<file path="config.mk">
export PLATFORM = sky130hd
export DESIGN_NAME = booth_main
export DESIGN_NICKNAME = d
export VERILOG_FILES = /design/src/rtl/booth_main.sv
export SDC_FILE = /design/constraint.sdc
export NUM_CORES = 1
export LEC_CHECK = 0
export ABC_CLOCK_PERIOD_IN_PS = 3480
export BUFFER_PORTS_ARGS = -buffer_cell sky130_fd_sc_hd__buf_2
export CAP_MARGIN = 15
export CORE_UTILIZATION = 30
export DETAILED_ROUTE_END_ITERATION = 8
export GPL_ROUTABILITY_DRIVEN = 0
export HOLD_SLACK_MARGIN = 0.05
export SETUP_SLACK_MARGIN = 0.02
export SLEW_MARGIN = 20
export SYNTH_ARGS = -nofsm -noshare
export SYNTH_HDL_FRONTEND = slang
export SYNTH_SLANG_ARGS = --single-unit
</file>
<file path="constraint.sdc">
create_clock -name clk -period 3.48 [get_ports clk]
set_input_delay 0.696 -clock clk [delete_from_list [all_inputs] [get_ports clk]]
set_output_delay 0.696 -clock clk [all_outputs]
set_load 0.02 [all_outputs]
</file>
<file path="src/rtl/booth_main.sv">
// Sequential radix-2 Booth signed multiplier that performs one recoding step per clock.
// Defining BOOTH_FLAGS_EN adds the registered result flags product_zero and product_neg.
module booth_main #(
  parameter int WIDTH = 4
) (
  input  logic                 clk,
  input  logic                 rst_n,
  input  logic                 start,
  input  logic [WIDTH-1:0]     multiplicand,
  input  logic [WIDTH-1:0]     multiplier,
  output logic                 busy,
  output logic                 done,
  output logic [2*WIDTH-1:0]   product
`ifdef BOOTH_FLAGS_EN
  ,
  output logic                 product_zero,
  output logic                 product_neg
`endif
);

  localparam int CW = $clog2(WIDTH + 1);

  typedef enum logic {IDLE, CALC} state_t;

  state_t             state, state_nx;
  logic [WIDTH:0]     m, a, a_sum, a_sh;
  logic [WIDTH-1:0]   q, q_sh;
  logic               q_m1;
  logic [CW-1:0]      count;
  logic               last;
  logic [2*WIDTH-1:0] result;

  assign busy = (state == CALC);
  assign last = (count == CW'(1));

  // NOTE: every signal written in always_comb gets a default first, so no path can infer a latch.
  always_comb begin
    state_nx = state;
    case (state)
      IDLE:    if (start) state_nx = CALC;
      CALC:    if (last)  state_nx = IDLE;
      default: state_nx = IDLE;
    endcase
  end

  // One Booth step: add or subtract M, then arithmetic-shift {A,Q,q_m1} right by one.
  always_comb begin
    a_sum = a;
    case ({q[0], q_m1})
      2'b01:   a_sum = a + m;
      2'b10:   a_sum = a - m;
      default: a_sum = a;
    endcase
    a_sh   = {a_sum[WIDTH], a_sum[WIDTH:1]};
    q_sh   = {a_sum[0], q[WIDTH-1:1]};
    result = {a_sh[WIDTH-1:0], q_sh};
  end

  // NOTE: sequential state uses non-blocking assignments so all registers update from pre-edge values.
  always_ff @(posedge clk or negedge rst_n) begin
    if (!rst_n) state <= IDLE;
    else        state <= state_nx;
  end

  always_ff @(posedge clk or negedge rst_n) begin
    if (!rst_n) begin
      m            <= '0;
      a            <= '0;
      q            <= '0;
      q_m1         <= 1'b0;
      count        <= '0;
      done         <= 1'b0;
      product      <= '0;
`ifdef BOOTH_FLAGS_EN
      product_zero <= 1'b0;
      product_neg  <= 1'b0;
`endif
    end else begin
      done <= 1'b0;
      case (state)
        IDLE: begin
          if (start) begin
            // A is one bit wider than the operands so A-M with M = most-negative cannot overflow.
            m     <= {multiplicand[WIDTH-1], multiplicand};
            a     <= '0;
            q     <= multiplier;
            q_m1  <= 1'b0;
            count <= CW'(WIDTH);
          end
        end
        CALC: begin
          a     <= a_sh;
          q     <= q_sh;
          q_m1  <= q[0];
          count <= count - CW'(1);
          if (last) begin
            product      <= result;
            done         <= 1'b1;
`ifdef BOOTH_FLAGS_EN
            product_zero <= (result == '0);
            product_neg  <= result[2*WIDTH-1];
`endif
          end
        end
        default: ;
      endcase
    end
  end

endmodule

</file>
==> Yosys cells after proc, flatten, opt, wreduce, memory -nomap -nowiden <==
Cells that the tools add are included.
{ "totals": {"regBits": 27, "input_bits": 11, "out_inout_bits": 10} }
{ "op_classes": {"addsub": 3, "eq_ne": 4, "mux": 14, "n_bitwise": 1, "reduce_logical": 2} }
{ "op_table": {"columns": ["cell", "count"], "rows": [
  ["case mux 5 bit (2 select lines)", 2],
  ["case mux 4 bit (2 select lines)", 1],
  ["case mux 3 bit (2 select lines)", 1],
  ["adder 5 bit", 1],
  ["two-way mux 1 bit", 5],
  ["two-way mux 5 bit", 1],
  ["subtractor 5 bit", 1],
  ["two-way mux 4 bit", 1],
  ["case mux 1 bit (2 select lines)", 2],
  ["AND reduction 2 bit", 2],
  ["equality test 3 x 1 -> 1 bit (second input constant)", 1],
  ["two-way mux 3 bit", 1],
  ["subtractor 3 x 1 -> 3 bit (second input constant)", 1],
  ["equality test 2 x 1 -> 1 bit (second input constant)", 1],
  ["equality test 2 bit (second input constant)", 1],
  ["inequality test 2 bit (second input constant)", 1],
  ["inverter 1 bit", 1]
]} }

==> Depth between registers and ports, before layout <==
{ "logic_depth": {"depth_word": 3, "depth_mapped": 10} }

==> Least setup slack after synthesis <==
Ideal clock, no wire load.
{ "synth_timing": {"path_type": "flip-flop to flip-flop", "from": "register q_m1", "to": "register product[7]", "setup_time_ps": 122, "arrival_time_ps": 2062, "required_time_ps": 3358, "slack_ps": 1296, "stages_incl_launch_ff": 10, "n_path_buf": 0, "path_cell_list": "dfrtp_1 -> inv_1 -> ha_1 -> mux2_2 -> fa_1 -> nand2b_1 -> a21oi_2 -> xnor2_1 -> mux2i_1 -> nand2_1"} }
{ "synth_via": {"elab_chain_len": 2, "word_cells_on_any_way": 3} }
{ "synth_rtl": {"columns": ["item", "line", "source"], "rows": [
  ["start, declared", "28", "logic q_m1;"],
  ["start signal, assigned", "94", "q_m1 <= q[0];"],
  ["equality test 2 bit / equality test 2 x 1 -> 1 bit (equally long branches)", "49", "case ({q[0], q_m1})"],
  ["case mux 5 bit (2 select lines) *", "49", null],
  ["end signal, assigned", "97", "product <= result;"],
  ["end, declared", "13", "output logic [2*WIDTH-1:0] product"]
]} }
Mark *: on every way between the ends. The rest lies on a longest branch, timed or not.
A chain may end at the register's enable or synchronous reset.

==> Worst setup path in the final report <==
Ends and elaborated chain as after synthesis.

==> results.txt <==
----------------------------------------------------
[Outcome]
  Status ... finished, final reports clean

[Setup path]
  Peak per-stage delay on the critical path ... between 400 and 500 ps
  Max Fanout on Critical Path ... 5
  Cell breakdown of the critical path ... inv_1 -> ha_1 -> mux2_2 -> fa_1 -> nand2b_1 -> a21oi_2 -> xnor2_1 -> mux2i_1 -> nand2_1
  Data arrival time of the worst path ... roughly 2500 ps
  Startpoint of the most critical setup path ... q_m1$_DFFE_PN0P_
  Required @ worst endpoint ... around 3700 ps
  Worst setup path category ... register to register
  Worst setup path endpoint ... product[7]$_DFFE_PN0P_
  Endpoint type of the worst setup path ... register
  Slowest cell on the critical path ... fa_1
  Length in cells of the worst reg-to-reg path ... 9
  Register-to-register path setup slack ... roughly 1200 ps
  Endpoint of the worst register-to-register path ... product[7]$_DFFE_PN0P_
  Critical Path Start Type ... register
  Launching point of the worst reg2reg path ... q_m1$_DFFE_PN0P_

[Final layout]
  Ratio of cells with drive above 1 in the final layout ... 0.2338
  Fillcell total ... 443
  Area delta synth->final ... 14.91%
  Antenna cell count ... 0
  Number of nets in the final layout ... approximately 180

[Logic synthesis]
  Post-Synthesis Net Count ... 154
  Top-count cell post-synth ... dfrtp_1
  Number of cells produced by synthesis ... 134
  Synth cell types ... 30
  Top cells by instance count after synthesis ... dfrtp_1 (26), nand2_1 (20), inv_1 (9), o21ai_0 (9)
  Yosys reg bits ... 26
  Top cell type's share of synthesized area ... 0.4672
  Post-synth top flop ... dfrtp_1
  Syn. warnings ... 0
  Share of synthesized registers carrying an async set or reset ... 1.000
  Proportion of synthesized chip area in sequential cells ... 0.4672
  Synth area leaders ... dfrtp_1 (47%), ha_1 (7.2%), mux2i_1 (5.8%)
  Netlist Area Pre-Place ... about 1400 um2
  Count of flip-flops with a built-in enable after synthesis ... 0
  Synthesized area per cell ... 10.39 um2
  Post-synth top area cell ... dfrtp_1

[STA]
  Transition at the pin with the smallest max-transition slack ... 814.6 ps
  Max-slew violation total from the final report ... 0
  Endpoints failing setup ... 0
  Unrepaired setup endpoints after global routing ... false
  Setup skew after layout ... roughly 4.2 ps
  Tmin final ... 2314 ps
  Share of the clock period used by the worst path ... 0.6650
  Sum of negative setup slack ... 0 ps
  F_max ... around 0.43 GHz
  Final hold violations ... 0
  Relative max-transition margin ... 0.4569

[Detailed routing]
  Average via count per standard cell ... roughly 4.8
  Total DRC errors in the routed layout ... 0
  WL/cell ... about 13 um
  Antenna-violating nets left ... 0
  Iteration count of the initial detailed-routing pass ... 4
  Total length of routed wires ... about 2700 um
  Via count ... 986
  Violation count after the first detailed-routing iteration ... 22

[Job]
  Max-cap violation count ... 0

[GRT]
  Met2 Resource Use GR ... 0.2083
  Overall Global Routing Usage ... 0.1173
  Residual overflow from global routing ... 0
  Grt met3 use ... 0.01732
  Maximum number of pins on one net before global-route repair ... 27
  Number of antenna violations at the first check in global routing ... 0
  GR Util met1 ... 0.1361
  Most utilized layer in the global route result ... met2
  First-pass GRT wire length ... 4491 um
  Number of global-route vias before repair ... just over 1000

[Clock network]
  Clock tree from TritonCTS ... yes
  Clock Sink Count ... 26
  Cts repair resizes ... 0
  Hold-fix buffer count after cts ... 0
  H-tree depth reported by CTS ... 1
  Post-CTS setup repair buffer count ... 0
  Clock Path Buffers ... 2
  Clock-pin slew of the registers on the worst-case setup and hold paths ... around 90 ps
  Total CTS buffers ... 3
  Clock root buffer master ... clkbuf_8
  Clock latency of the later-clocked register in the worst-skew pair ... 270 ps

[Worst hold path]
  Worst hold-check path type ... primary input to asynchronous set/reset pin

[Floorplan]
  X dimension of the die ... around 70 um
  Starting Density ... 0.3155
  Core Region ... ~4400 um2
  DIE AREA ... 4918 um2
  Die boundary height ... 70.13 um
  Number of core rows ... 24
  Total I/O pin count ... 21

[Place]
  Port buffer count ... 20
  Detailed Place HPWL ... 1916 um

----------------------------------------------------
[state kept, by name (all words and copies together), names as in the netlist]
name,count
count,3
m,4
product,8
q_m1,1
busy,1
q,4
a,4
done,1
[per-stage QoR]
step,hold WS [ps],worst slack (ps),util,instance area (um2),instances
after floorplan,400.4,1296,-,1393,134
after global placement,458.0,1219,0.3464,1529,202
after detailed placement,457.0,1200,0.3464,1529,202
after CTS,426.3,1151,0.3625,1600,206
after global routing,444.2,993.2,0.3625,1600,206
final,403.7,1166,0.3625,1600,206
[cell families (layout without fill, tap and decap cells)]
| family | count (synthesis) | after routing | share of synthesized area |
|---|---|---|---|
| muxes | 14 | 14 | 0.1060 |
| and+or+nand+nor | 43 | 43 | 0.1599 |
| AOI/OAI and AO/OA | 22 | 22 | 0.09524 |
| buffers and inverters | 14 | 34 | 0.04761 |
| xor gates and xnor gates | 6 | 6 | 0.03774 |
| adders and majority gates | 9 | 9 | 0.08626 |
| DFF | 26 | 26 | 0.4672 |
[worst min path at each step]
| stage | endpoint | slack (ps) | depth (start not counted) |
|---|---|---|---|
| 3_3_place_gp | product[2]$_DFFE_PN0P_ | 460 | 2 |
| 6_report | done$_DFF_PN0_ | 400 | 1 |
| 4_1_cts | done$_DFF_PN0_ | 430 | 1 |
| 5_1_grt | product[4]$_DFFE_PN0P_ | 440 | 1 |
| 2_1_floorplan | a[0]$_DFFE_PN0P_ | 400 | 0 |
| 3_5_place_dp | product[2]$_DFFE_PN0P_ | 460 | 2 |
[layer usage]
| metal | share of wire | up-vias | routed length (um) |
|---|---|---|---|
| met4 | 0.021 | 0 | 55 |
| met1 | 0.46 | 485 | 1225 |
| met3 | 0.019 | 5 | 50 |
| met2 | 0.50 | 13 | 1325 |
| met5 | 0 | - | 0 |
| li1 | - | 483 | - |
[area by class of cell]
type / count / area, um2 / area share
repair buffers: 20 / 100.1 / 0.06255
inverters: 10 / 37.54 / 0.02346
multi-input cells: 94 / 675.6 / 0.4222
clock buffers: 3 / 41.29 / 0.02580
well taps: 52 / 65.06 / 0.04066
flip-flops and latches: 26 / 650.6 / 0.4066
clock inverters: 1 / 30.03 / 0.01876
[worst max-delay path: cells and delay by family (launching register included)]
family                     cells  cell delay [ps]
buffers and inverters          1               60
AOI/OAI and AO/OA              1              130
adders and majority gates      2              640
DFF                            1              390
muxes                          2              590
and+or+nand+nor                2              230
xor gates and xnor gates       1              170
[placed cells by master (no fill, tap or decap)]
cell,count
nor3b_1,1
nor2b_2,1
inv_2,1
nor2_1,7
ha_1,8
xnor2_1,4
mux2i_1,8
clkbuf_8,3
nor3_1,3
a21oi_2,1
o21ai_0,9
nand2b_1,6
a22o_1,1
mux2_2,6
nor2b_4,1
a21o_1,1
bufinv_16,1
nand2_1,20
and2_1,1
dfrtp_1,26
a21oi_1,5
xor2_1,2
a31oi_1,1
nand3b_4,1
fa_1,1
o31ai_1,3
o21ai_2,1
inv_1,9
buf_2,20
or2_1,1
and3_1,1
Power is left out: the tool's default activity adds up to more than one toggle a clock period on the data nets, which glitch-free logic cannot reach.
